[src/rtl/uart_tx_fsm_ser_pkg.sv]
// rtl/uart_tx_fsm_ser_pkg.sv - shared state and mux_sel encodings for the UART TX control path
package uart_tx_fsm_ser_pkg;

  localparam int DEF_DATA_WIDTH = 8;

  // Frame walk states
  typedef enum logic [2:0] {
    ST_IDLE   = 3'd0,
    ST_START  = 3'd1,
    ST_DATA   = 3'd2,
    ST_PARITY = 3'd3,
    ST_STOP   = 3'd4
  } state_t;

  // Codes decoded by the downstream registered TX output mux
  localparam logic [1:0] MUX_START = 2'b00;
  localparam logic [1:0] MUX_STOP  = 2'b01;
  localparam logic [1:0] MUX_DATA  = 2'b10;
  localparam logic [1:0] MUX_PAR   = 2'b11;

  // IDLE and STOP both select the stop level so the line rests high
  function automatic logic [1:0] mux_code(input state_t st);
    case (st)
      ST_START:  mux_code = MUX_START;
      ST_DATA:   mux_code = MUX_DATA;
      ST_PARITY: mux_code = MUX_PAR;
      default:   mux_code = MUX_STOP;
    endcase
  endfunction

endpackage

[src/rtl/uart_tx_fsm_ser_if.sv]
// rtl/uart_tx_fsm_ser_if.sv - parallel word in / serializer controls out bundle
interface uart_tx_fsm_ser_if #(
  parameter int DATA_WIDTH = 8
);
  logic [DATA_WIDTH-1:0] p_data;
  logic                  data_valid;
  logic                  par_en;
  logic                  par_typ;
  logic [1:0]            mux_sel;
  logic                  ser_data;
  logic                  par_bit;
  logic                  start_bit;
  logic                  stop_bit;
  logic                  busy;

  // Upstream word source
  modport master (
    output p_data, data_valid, par_en, par_typ,
    input  mux_sel, ser_data, par_bit, start_bit, stop_bit, busy
  );

  // Control + serializer stage
  modport slave (
    input  p_data, data_valid, par_en, par_typ,
    output mux_sel, ser_data, par_bit, start_bit, stop_bit, busy
  );
endinterface

[src/rtl/uart_parity_calc.sv]
// rtl/uart_parity_calc.sv - combinational parity bit for a data word (shared with RX checker)
module uart_parity_calc #(
  parameter int WIDTH = 8
) (
  input  logic [WIDTH-1:0] i_data,
  input  logic             i_par_typ,
  output logic             o_par_bit
);

  // Even parity is the XOR of all bits; odd parity inverts it
  assign o_par_bit = (^i_data) ^ i_par_typ;

endmodule

[src/rtl/uart_tx_fsm_ser.sv]
// rtl/uart_tx_fsm_ser.sv - UART TX frame FSM, shift register and bit counter
module uart_tx_fsm_ser
  import uart_tx_fsm_ser_pkg::*;
#(
  parameter int DATA_WIDTH = DEF_DATA_WIDTH
) (
  input  logic                i_clk,
  input  logic                i_rst_n,
  uart_tx_fsm_ser_if.slave    if_tx
);

  localparam int               CNT_W    = $clog2(DATA_WIDTH);
  localparam logic [CNT_W-1:0] LAST_BIT = CNT_W'(DATA_WIDTH - 1);

  state_t                r_state;
  logic [DATA_WIDTH-1:0] r_shreg;
  logic [CNT_W-1:0]      r_cnt;
  logic                  r_par_en;
  logic                  r_par_bit;
  logic                  r_busy;
  logic                  w_par_bit;

  uart_parity_calc #(
    .WIDTH (DATA_WIDTH)
  ) u_parity (
    .i_data    (if_tx.p_data),
    .i_par_typ (if_tx.par_typ),
    .o_par_bit (w_par_bit)
  );

  // Frame walk: latch the word in IDLE, then start, data bits LSB first, optional parity, stop
  always_ff @(posedge i_clk or negedge i_rst_n) begin
    if (!i_rst_n) begin
      r_state   <= ST_IDLE;
      r_shreg   <= '0;
      r_cnt     <= '0;
      r_par_en  <= 1'b0;
      r_par_bit <= 1'b0;
      r_busy    <= 1'b0;
    end else begin
      case (r_state)
        ST_IDLE: begin
          if (if_tx.data_valid) begin
            r_shreg   <= if_tx.p_data;
            r_par_en  <= if_tx.par_en;
            r_par_bit <= w_par_bit;
            r_busy    <= 1'b1;
            r_state   <= ST_START;
          end
        end
        ST_START: begin
          r_cnt   <= '0;
          r_state <= ST_DATA;
        end
        ST_DATA: begin
          r_shreg <= {1'b0, r_shreg[DATA_WIDTH-1:1]};
          if (r_cnt == LAST_BIT) begin
            r_cnt   <= '0;
            r_state <= r_par_en ? ST_PARITY : ST_STOP;
          end else begin
            r_cnt <= r_cnt + 1'b1;
          end
        end
        ST_PARITY: begin
          r_state <= ST_STOP;
        end
        ST_STOP: begin
          r_busy  <= 1'b0;
          r_state <= ST_IDLE;
        end
        default: begin
          r_busy  <= 1'b0;
          r_state <= ST_IDLE;
        end
      endcase
    end
  end

  assign if_tx.mux_sel   = mux_code(r_state);
  assign if_tx.ser_data  = r_shreg[0];
  assign if_tx.par_bit   = r_par_bit;
  assign if_tx.start_bit = 1'b0;
  assign if_tx.stop_bit  = 1'b1;
  assign if_tx.busy      = r_busy;

endmodule

[src/flat_wrapper.sv]
// flat-port wrapper written by rule: the top's interface ports become plain ports
module uart_tx_fsm_ser_flat import uart_tx_fsm_ser_pkg::*;
#(
  parameter int DATA_WIDTH = DEF_DATA_WIDTH
)
  (i_clk, i_rst_n, if_tx_p_data, if_tx_data_valid, if_tx_par_en, if_tx_par_typ, if_tx_mux_sel, if_tx_ser_data, if_tx_par_bit, if_tx_start_bit, if_tx_stop_bit, if_tx_busy);
  uart_tx_fsm_ser_if #(.DATA_WIDTH(DATA_WIDTH)) if_tx_i ();
  input  logic i_clk;
  input  logic i_rst_n;
  input wire logic [$bits(if_tx_i.p_data)-1:0] if_tx_p_data;
  input wire logic [$bits(if_tx_i.data_valid)-1:0] if_tx_data_valid;
  input wire logic [$bits(if_tx_i.par_en)-1:0] if_tx_par_en;
  input wire logic [$bits(if_tx_i.par_typ)-1:0] if_tx_par_typ;
  output wire logic [$bits(if_tx_i.mux_sel)-1:0] if_tx_mux_sel;
  output wire logic [$bits(if_tx_i.ser_data)-1:0] if_tx_ser_data;
  output wire logic [$bits(if_tx_i.par_bit)-1:0] if_tx_par_bit;
  output wire logic [$bits(if_tx_i.start_bit)-1:0] if_tx_start_bit;
  output wire logic [$bits(if_tx_i.stop_bit)-1:0] if_tx_stop_bit;
  output wire logic [$bits(if_tx_i.busy)-1:0] if_tx_busy;
  assign if_tx_i.p_data = if_tx_p_data;
  assign if_tx_i.data_valid = if_tx_data_valid;
  assign if_tx_i.par_en = if_tx_par_en;
  assign if_tx_i.par_typ = if_tx_par_typ;
  assign if_tx_mux_sel = if_tx_i.mux_sel;
  assign if_tx_ser_data = if_tx_i.ser_data;
  assign if_tx_par_bit = if_tx_i.par_bit;
  assign if_tx_start_bit = if_tx_i.start_bit;
  assign if_tx_stop_bit = if_tx_i.stop_bit;
  assign if_tx_busy = if_tx_i.busy;
  uart_tx_fsm_ser #(.DATA_WIDTH(DATA_WIDTH)) u_core (.i_clk(i_clk), .i_rst_n(i_rst_n), .if_tx(if_tx_i));
endmodule
[config.mk]
export PLATFORM = sky130hd
export DESIGN_NAME = uart_tx_fsm_ser_flat
export DESIGN_NICKNAME = d
export VERILOG_FILES = /design/src/rtl/uart_tx_fsm_ser_pkg.sv /design/src/rtl/uart_tx_fsm_ser_if.sv /design/src/rtl/uart_parity_calc.sv /design/src/rtl/uart_tx_fsm_ser.sv /design/src/flat_wrapper.sv
export SDC_FILE = /design/constraint.sdc
export NUM_CORES = 1
export LEC_CHECK = 0
export ABC_AREA = 1
export CORE_UTILIZATION = 32
export DETAILED_ROUTE_END_ITERATION = 10
export PLACE_DENSITY = 0.61
export RECOVER_POWER = 100
export REMOVE_ABC_BUFFERS = 1
export SLEW_MARGIN = 25
export SYNTH_ARGS = -nofsm -noshare
export SYNTH_HDL_FRONTEND = slang
export SYNTH_HIERARCHICAL = 1
export SYNTH_SLANG_ARGS = --single-unit
[constraint.sdc]
create_clock -name i_clk -period 1.25 [get_ports i_clk]
set_input_delay 0.1875 -clock i_clk [delete_from_list [all_inputs] [get_ports i_clk]]
set_output_delay 0.1875 -clock i_clk [all_outputs]
set_load 0.05 [all_outputs]
; ---- Word-level counts from Yosys, hierarchy flattened
; Cells that the tools add are included.
; Widths: inputs -> output; s select.
[totals]
ff_bits = 17
inputBits = 13
out_inout_bits = 7
word_cells = 35
[classes]
add_sub_neg = 1
eq_ne = 6
n_mux = 11
bitwise = 2
reduce_logical = 9
[ops]
columns = operator, n
row1 = $pmux 8 s2, 1
row2 = $mux 3, 4
row3 = $pmux 3 s4, 1
row4 = $mux 8, 1
row5 = $reduce_and 2->1, 4
row6 = $reduce_xor 8->1, 1
row7 = $eq 3x2->1 const B, 2
row8 = $pmux 2 s3, 1
row9 = $pmux 3 s2, 1
row10 = $reduce_bool 2->1, 2
row11 = $add 3x1->3 const B, 1
row12 = $eq 3x1->1 const B, 1
row13 = $eq 3x3->1 const B, 1
row14 = $logic_not 3->1, 1
row15 = $reduce_or 3->1, 1
row16 = $ne 2x1->1 const B, 1
row17 = $ne 2x2->1 const B, 1
row18 = $pmux 1 s2, 1
row19 = $mux 1, 1
row20 = $not 1->1, 1
row21 = $xor 1x1->1, 1

; ---- Depth between registers and ports, before layout
[depth]
ltp_word = 4
mapped_depth = 12
ltp_nobuf = 12

; ---- By module
; The synthesis kept the hierarchy.
[modules_own_cells]
columns = mod, n_inst, cells_each, area_per_inst_um2, seq_area_each_um2
row1 = uart_tx_fsm_ser, 1, 126, 943.4, 425.4
row2 = uart_parity_calc, 1, 38, 163.9, 0.0

; ---- Worst setup path after synthesis
; Ideal clock, no wire load.
[synth_timing]
path_type = flip-flop to flip-flop
from = reg u_core.r_state[2]
to = reg u_core.r_state[2]
setup_ps = 73
t_arrival_ps = 1367
required_ps = 1177
slack_ps = -190
stages_incl_launch_ff = 4
path_buffers = 0
period_less_slack_ps = 1440
path_cell_list = dfrtp_1 nor2_1 nand2_1 nor2_1
[synth_via]
elab_chain_len = 3
elab_cells_between_ends = 8
cone_classes = eq/ne (5) / mux (1) / reduce/logical (2)
[synth_lines]
columns = item, line_no
row1 = "start, declared", uart_tx_fsm_ser.sv:15  ; state_t r_state;
row2 = "start signal, assigned", uart_tx_fsm_ser.sv:59  ; r_state <= r_par_en ? ST_PARITY : ST_STOP;
row3 = $eq 3x2->1 / $logic_not 3->1 (equally long branches), uart_tx_fsm_ser.sv:41  ; case (r_state)
row4 = $ne 2x1->1 (no line) / $ne 2x2->1 (equally long branches), --
row5 = $reduce_and 2->1 (no line), --
; Parallel ways exist; a longest one is shown, timed or not.
; A chain may end at the register's enable or synchronous reset.

; ---- Final worst setup path
[layout_timing]
from = reg u_core.r_state[0]
to = out if_tx_mux_sel[0]
[layout_via]
elab_chain_len = 2
elab_cells_between_ends = 4
cone_classes = eq/ne (3) / mux (1)
[layout_lines]
columns = item, line_no
row1 = $eq 3x2->1 / $eq 3x1->1 (equally long branches), uart_tx_fsm_ser_pkg.sv:23  ; case (st)
row2 = $pmux 2 s3 *, uart_tx_fsm_ser_pkg.sv:23
row3 = "end, declared", flat_wrapper.sv:14  ; output wire logic [$bits(if_tx_i.mux_sel)-1:0] if_tx_mux_sel;
; Mark *: on every way between the ends. The rest lies on a longest branch, timed or not.

==> impl_metrics.ini <==
[cells_and_area]
fin_nets = 215
fillCellCount = 325
final_common_cell = nand2_1
area_delta_synth_final_pct = 40.8
antennaDiodeCount = 0
drive_above_1_share_pct = 27.1
final_area_um2 = 1560
mostFrequentLayoutCells = 55 x nand2_1, 31 x inv_1, 15 x dfrtp_1, 11 x buf_4, 10 x nand3_1

[worst_setup_path]
critPathMaxStageDelay_ns = 0.44
path_max_fanout = 3
cp_top_family = flip-flops
end_kind = output port
start_kind = flip-flop
reg2reg_slack_ns = -0.02
reg2regPathDepth = 5
worst_ep_arrival_time_ns = 1.09
crit_type = reg2out
cp.required_ns = 1.06
cp.buffers_inverters = 1
crit_chain = nand2_1 > nand3_4 > buf_12
slowest_stage = dfrtp_2
r2r_end = u_core/r_state[0]$_DFFE_PN0P_
reg2reg_from = u_core/r_cnt[0]$_DFFE_PN0P_

[global_route]
antenna_found_initial = 0
grt.busiest_layer = met2
grt_pass1_vias = 1031
gr-total-overflow = 0
globalRouteMet2Util_pct = 28.3
use_met1_pct = 17.4
grt_pass1_wl_um = 4160
met3_usage_pct = 4.48
grt_usage_pct = 15.1
grt_max_degree = 18

[route]
vias_per_cell = 4.27
drt_first_pass_iters = 4
drc = 0
initialDrtViolationCount = 35
wire_per_inst_um = 10.2
drtAntennaViolNets = 0
dr_total_vias = 1037
finalWirelength_um = 2470

[pwr]
peakVddDrop_v = 0.00116
power_density_nw_per_um2 = 2260
p_leak_nw = 0.946
finalPower_mw = 3.53

[timing]
hold_violations = 0
fin_ws_ns = -0.0296
slew_headroom_pct = 37.6
worstMarginPinSlew_ns = 0.936
timing.final.crit_share_pct = 102
final-max-slew-violation-count = 0
layout_min_cycle_time_ns = 1.28
finalSetupViolCount = 4
grt_setup_unrepaired = yes
skew_ns = 0.00374
fmax_mhz = 781

[placed_design]
place_area_um2 = 1400
gp_congestion = 0.767
dp_hpwl_um = 1650
port_buffers = 17

[logic_synthesis]
ys_seq_elements = 17
synth_cells = 164
ys_types = 21
ys.warnings.count = 6
synth_top_area_share_pct = 38.4
seq_area_frac_synth_pct = 38.4
yosysTopAreaCell = dfrtp_1
syn-cell-area_um2 = 1110
synthTopCellsByArea = dfrtp_1 38%, nand2_1 19%, inv_1 11%, nand3_1 5.4%, nand4_1 4.0%
synth_area_per_cell_um2 = 6.75

[clock_tree]
clock_path_buffers = 2
worst_skew_pair.late_latency_ns = 0.29
cts_buffers = 3
root_buffer = clkbuf_4
path_clk_slew_ns = 0.10
cts_sinks = 17
htreeDepth = 1
cts_tree = yes

[floorplanning]
dieArea_um2 = 3700
row_count = 20
core_region_area_um2 = 3180
ios = 20
fp.dieH_um = 60.8
dieWidth_um = 60.8
start_util_pct = 34.8

[job]
maxCapViolations = 0

[outcome]
outcome = finished, violations left
violations = negative setup slack

[hold_path]
holdPathStages = 5
hp-start = if_tx_p_data[4]
hold_end = u_core/r_shreg[4]$_DFFE_PN0P_
min_path_type = in2reg
worst max-delay path by stage:
| stage | start | end | slack, ns | cells past startpoint |
|---|---|---|---|---|
| floorplan | u_core/r_state[1]$_DFFE_PN0P_ | u_core/r_state[2]$_DFFE_PN0P_ | -0.38 | 4 |
| global placement | if_tx_p_data[3] | u_core/if_tx.par_bit$_DFFE_PN0P_ | -0.17 | 12 |
| detailed placement | if_tx_p_data[0] | u_core/if_tx.par_bit$_DFFE_PN0P_ | -0.23 | 12 |
| CTS | u_core/r_state[2]$_DFFE_PN0P_ | if_tx_mux_sel[1] | -0.04 | 2 |
| global route | u_core/r_state[1]$_DFFE_PN0P_ | if_tx_mux_sel[0] | -0.09 | 4 |
| finish | u_core/r_state[0]$_DFFE_PN0P_ | if_tx_mux_sel[0] | -0.03 | 3 |
kinds of logic (layout without fill, tap and decap cells):
group / Yosys count / in the layout / synth area share, %
AO/OA/AOI/OAI: 3 / 3 / 1.70
XOR/XNOR: 1 / 1 / 0.791
buffers and inverters: 42 / 76 / 15.8
adder cells (fa/ha/maj): 2 / 2 / 2.26
other: 2 / 2 / 0.678
flip-flops: 17 / 17 / 38.4
AND/OR/NAND/NOR: 97 / 98 / 40.3
stage by stage:
step                hold slack [ns]  cells  TNS, ns  setup WS (ns)  utilization (%)
floorplan                    -0.108    158   -0.882         -0.383                -
global placement              0.460    227   -0.199         -0.173             44.1
detailed placement            0.466    227   -0.272         -0.227             44.1
CTS                           0.218    242  -0.0827        -0.0416             49.1
global route                  0.350    243   -0.753        -0.0898             49.1
finish                        0.317    243  -0.0947        -0.0296             49.1
flip-flops by register name (all words and copies together) (netlist names):
register,cells
u_core/r_cnt,3
u_core/if_tx.par_bit,1
u_core/r_shreg,8
u_core/r_state,3
u_core/if_tx.busy,1
u_core/r_par_en,1
worst reg2reg max path: stages (launching register included):
cell	delay, ns
dfrtp_1	0.41
ha_2	0.20
ha_2	0.17
nand3b_1	0.22
nand2_2	0.13
nor2_2	0.04
repair_timing:
item | 4_1_cts | 5_1_grt
hold buffers | 0 | 0
endpoints found under the setup margin | 6 | 15
resized for setup | 9 | 17
setup buffers | 11 | 0
pin swaps | 3 | 7
cloned | 0 | 1
final cells by class:
cell class	instances	area, µm²	share of cell area (%)
multi-input cells	106	576	36.9
flip-flops and latches	17	428	27.4
repair buffers	36	339	21.7
inverters	36	135	8.67
well taps	44	55.1	3.53
clock buffers	4	26.3	1.69
where the power goes:
| part | internal [mW] | total, mW | switching [mW] | leakage [nW] |
|---|---|---|---|---|
| combinational | 0.943 | 2.29 | 1.34 | 0.731 |
| clock | 0.124 | 0.291 | 0.167 | 0.0150 |
| sequential | 0.805 | 0.950 | 0.145 | 0.200 |
| total | 1.87 | 3.53 | 1.65 | 0.946 |
layer usage:
layer / part of all wire, % / wire [µm]
met1: 44 / 1090
met2: 53 / 1310
met3: 2.9 / 71
met4: 0 / 0
met5: 0 / 0
Yosys cell counts:
| library cell | count |
|---|---|
| buf_6 | 1 |
| nand2_1 | 57 |
| buf_4 | 2 |
| xor2_1 | 1 |
| ha_1 | 2 |
| nand3_1 | 12 |
| nand3b_1 | 2 |
| clkbuf_1 | 1 |
| nor2_8 | 1 |
| conb_1 | 2 |
| nand2_2 | 5 |
| inv_2 | 3 |
| buf_2 | 2 |
| o21ai_1 | 2 |
| nor2_1 | 10 |
| nor3_1 | 1 |
| o21ai_2 | 1 |
| inv_1 | 33 |
| nand3_2 | 2 |
| nand4_1 | 7 |
| dfrtp_1 | 17 |
(Power assumes the default switching activity.)
